**config.mk**
```make
export PLATFORM = sky130hd
export DESIGN_NAME = sigma_delta_dac
export DESIGN_NICKNAME = d
export VERILOG_FILES = /design/src/rtl/sigma_delta_dac.sv
export SDC_FILE = /design/constraint.sdc
export NUM_CORES = 1
export LEC_CHECK = 0
export ABC_AREA = 1
export CAP_MARGIN = 20
export CORE_MARGIN = 2
export CORE_UTILIZATION = 40
export DETAILED_ROUTE_END_ITERATION = 6
export HOLD_SLACK_MARGIN = 0.12
export PLACE_DENSITY = 0.65
export SLEW_MARGIN = 20
export SYNTH_ARGS = -nofsm -noshare
export SYNTH_HDL_FRONTEND = slang
export SYNTH_SLANG_ARGS = --single-unit
```
**constraint.sdc**
```tcl
create_clock -name clk -period 6.2 [get_ports clk]
set_input_delay 1.24 -clock clk [delete_from_list [all_inputs] [get_ports clk]]
set_output_delay 1.24 -clock clk [all_outputs]
set_load 0.03 [all_outputs]
```
**src/rtl/sigma_delta_dac.sv**
```systemverilog
// sigma_delta_dac: multi-channel first/second-order sigma-delta PDM with a single-entry frame buffer
module sigma_delta_dac #(
  parameter int CHANNELS    = 2,
  parameter int INPUT_WIDTH = 16,
  parameter int OSR_WIDTH   = 8
) (
  input  logic                            clk,
  input  logic                            reset,
  input  logic [OSR_WIDTH-1:0]            osr,
  input  logic                            order,
  input  logic                            s_valid,
  output logic                            s_ready,
  input  logic [CHANNELS*INPUT_WIDTH-1:0] s_data,
  output logic [CHANNELS-1:0]             dac_out,
  output logic                            frame_strobe,
  output logic                            underrun
);
  localparam int W  = INPUT_WIDTH;
  localparam int IW = W + 4;
  localparam int XW = W + 6;
  localparam logic signed [XW-1:0] HI = XW'((1 << (W + 2)) - 1);
  localparam logic signed [XW-1:0] LO = ~HI;
  logic                    buf_full;
  logic [CHANNELS*W-1:0]   buffer;
  logic [CHANNELS*W-1:0]   hold;
  logic [OSR_WIDTH-1:0]    cnt;
  logic [OSR_WIDTH-1:0]    osr_q;
  logic                    order_q;
  logic                    boundary;
  logic                    accept;
  logic                    clear;
  always_comb begin
    boundary = cnt == osr_q;
    accept   = s_valid && !buf_full;
    clear    = boundary && (order != order_q);
  end
  assign s_ready = !buf_full;
  always_ff @(posedge clk) begin
    if (reset) begin
      buf_full     <= 1'b0;
      buffer       <= '0;
      hold         <= '0;
      cnt          <= '0;
      osr_q        <= osr;
      order_q      <= order;
      frame_strobe <= 1'b0;
      underrun     <= 1'b0;
    end else begin
      cnt          <= boundary ? '0 : cnt + 1'b1;
      frame_strobe <= boundary;
      underrun     <= boundary && !buf_full;
      buf_full     <= accept || (buf_full && !boundary);
      if (accept)
        buffer <= s_data;
      if (boundary) begin
        osr_q   <= osr;
        order_q <= order;
        if (buf_full)
          hold <= buffer;
      end
    end
  end
  for (genvar c = 0; c < CHANNELS; c++) begin : ch
    logic [W-1:0]           h;
    logic [W-1:0]           acc;
    logic [W:0]             s1;
    logic signed [IW-1:0]   i1;
    logic signed [IW-1:0]   i2;
    logic signed [IW-1:0]   i1n;
    logic signed [IW-1:0]   i2n;
    logic signed [XW-1:0]   fb;
    logic signed [XW-1:0]   t1;
    logic signed [XW-1:0]   t2;
    logic                   d;
    assign h          = hold[c*W +: W];
    assign dac_out[c] = d;
    always_comb begin
      s1  = {1'b0, acc} + {1'b0, h};
      fb  = d ? (XW'(1) << W) : '0;
      t1  = XW'(i1) + XW'({1'b0, h}) - fb;
      i1n = t1 > HI ? HI[IW-1:0] : t1 < LO ? LO[IW-1:0] : t1[IW-1:0];
      t2  = XW'(i2) + XW'(i1n) - fb;
      i2n = t2 > HI ? HI[IW-1:0] : t2 < LO ? LO[IW-1:0] : t2[IW-1:0];
    end
    always_ff @(posedge clk) begin
      if (reset || clear) begin
        acc <= '0;
        i1  <= '0;
        i2  <= '0;
        d   <= 1'b0;
      end else if (!order_q) begin
        acc <= s1[W-1:0];
        d   <= s1[W];
      end else begin
        i1 <= i1n;
        i2 <= i2n;
        d  <= i2n > 0;
      end
    end
  end
endmodule

```
==> out/qor.yml <==
die_area_mm2: 0.0385
finalNonFillerCells: 2625
cp-end-kind: "register"
grt_max_degree: 95
max-clock-path-buffers: 2
setup_viol: 0
fin_crit_sh_pct: 91.4
synth_cells: 2127
layout.nets: 2371
netlist.area_leader.share_pct: 25.6
path_class: "register to register"
synth_area_per_cell_um2: 6.94
hp-class: "register to register"
dieHeight_um: 196
grt_use_total_pct: 18.4
synthDistinctLibCells: 44
syn-num-nets: 2354
drtIter0Drc: 668
totalWireLength_um: 34800
arrival_ns: 5.96
grt_overflow: 0
required_ns: 6.50
crit_path_max_incr_delay_ns: 0.53
wl_per_cell_um: 13.3
synth-edff-count: 9
startpoint: "hold[8]"
antennaDiodeCount: 0
drv_cap: 0
async_reset_ff_share_pct: 0
worstMarginPinSlew_ns: 1.03
cts.sinks: 198
fp-row-count: 70
finClkSkew_ns: 0.0121
cp_common_cell: "nand2_1"
yosys.area.top_type: "dfxtp_1"
r2r-start: "hold[8]"
hold_viol: 0
gp_congestion: 0.931
min_period_ns: 5.67
yosysSeqAreaShare_pct: 27.5
relSlewSlack_pct: 31.3
finalSetupTns_ns: 0
io_pins: 49
drive_gt1_share_pct: 7.28
drc: 0
ys_ff_latch: 198
synth_common_cells: "409 x inv_1, 365 x nand2_1, 195 x a21oi_1, 189 x dfxtp_1, 179 x ha_1"
dr.pass1.iters: 5
status: "finished clean"
coreArea_mm2: 0.0364
postRouteAntennaNets: 0
worst-path-max-fanout: 11
fin_hold_ws_ns: 0.470
cts_max_level: 4
crit_family: "simple AND/OR/NAND/NOR gates"
placedCellCount: 2588
cpMaxStageDelayCell: "xnor2_1"
yosys-top-cells-area: "dfxtp_1 26%, ha_1 15%, inv_1 10%"
cts_buffers: 17
clock.fmax_mhz: 176
antenna_found_initial: 0
mappedNetlistArea_mm2: 0.0148
dp_hpwl_um: 26300
cts.reportedPaths.clkPinSlew_ns: 0.08
path_buf_inv: 5
via_per_inst: 4.97
synth_flop_cell: "dfxtp_1"
start_util_pct: 40.5
grt_pass1_vias: 12600
yosysMostFrequentCell: "inv_1"
insertion_delay_ns: 0.45
vias: 13100
die_x_um: 196
slew_violations: 0
min_from: "ch[0].i2[18]"
root_buffer: "clkbuf_16"
port_buffers: 48
areaGrowthSynthToFinish_pct: 11.7
tritoncts: "yes"
cp-start-kind: "register"
ys_warn_count: 0
grt_pass1_wl_um: 59100
## worst register-to-register path: cells and delay by family, from the launching register on
| family | cells | cell delay (ns) |
|---|---|---|
| flops | 1 | 0.35 |
| xor+xnor | 1 | 0.53 |
| buf+inv | 5 | 0.57 |
| fa+ha+maj | 4 | 1.16 |
| simple gates | 23 | 2.13 |
| compound gates | 6 | 0.79 |
## kinds of logic (layout without fill, tap and decap cells)
family / count (synthesis) / in the layout / synth area share [%]
DFF: 198 / 198 / 27.5
xor gates and xnor gates: 97 / 97 / 5.76
adders and majority gates: 183 / 183 / 15.7
and+or+nand+nor: 700 / 701 / 20.4
AOI/OAI and AO/OA: 457 / 457 / 17.9
buffers and inverters: 492 / 521 / 12.8
## layer usage
layer,part of all wire [%],track usage [%],vias to the layer above
met5,0,0,-
met4,1.3,4.80,0
met3,2.8,2.29,33
met2,46,30.7,198
met1,50,25.2,5911
li1,-,-,6909
## flip-flops by register name, summed over array words and instances, names as in the netlist, 2 cells and up
| register | flops |
|---|---|
| ch.acc | 32 |
| ch.d | 2 |
| buffer | 32 |
| ch.i1 | 40 |
| cnt | 8 |
| osr_q | 8 |
| ch.i2 | 40 |
| hold | 32 |
## path summary, 6_finish.rpt
check	end	slack, ns	cells past startpoint
setup / recovery	ch[0].d	0.53	39
setup reg to reg	ch[0].d	0.53	39
hold reg to reg	ch[0].i2[18]	0.47	2
hold / removal	ch[0].i2[18]	0.47	2
## stage by stage
step	cell area, um^2	setup WS [ns]	util [%]
after detailed placement	15600	0.109	42.9
after CTS	16200	0.0832	44.6
after floorplan	14800	1.10	-
after global routing	16500	-0.0192	45.3
after global placement	15600	0.172	42.9
final	16500	0.534	45.3
## what timing repair did
| item | CTS | global route |
|---|---|---|
| hold buffers | 0 | 0 |
| setup endpoints to repair | 0 | 38 |
| gates resized for setup | 0 | 42 |
| buffers inserted | 0 | 4 |
## cell usage in the layout, fill, tap and decap left out, drive strengths merged, types with 15 or more instances in the layout
master         synthesis  final
a221oi                31     31
o21ai                138    138
dfxtp                189    189
ha                   179    179
nand2                390    391
xor2                  64     64
xnor2                 33     33
clkbuf                48     20
nor2                 185    185
a31oi                 16     16
clkdlybuf4s50          0     48
nand4                 15     15
nand3                 85     85
a21oi                198    198
o211ai                40     40
inv                  427    434
## layout make-up
type | instances | area [um^2]
Multi-Input combinational cell | 1438 | 9030
Fill cell | 3739 | 19900
Timing Repair Buffer | 62 | 598
Sequential cell | 198 | 4060
Clock inverter | 12 | 125
Inverter | 427 | 1610
Tap cell | 468 | 586
Clock buffer | 20 | 479
Power is left out: the tool's default activity adds up to more than one toggle a clock period on the data nets, which glitch-free logic cannot reach.
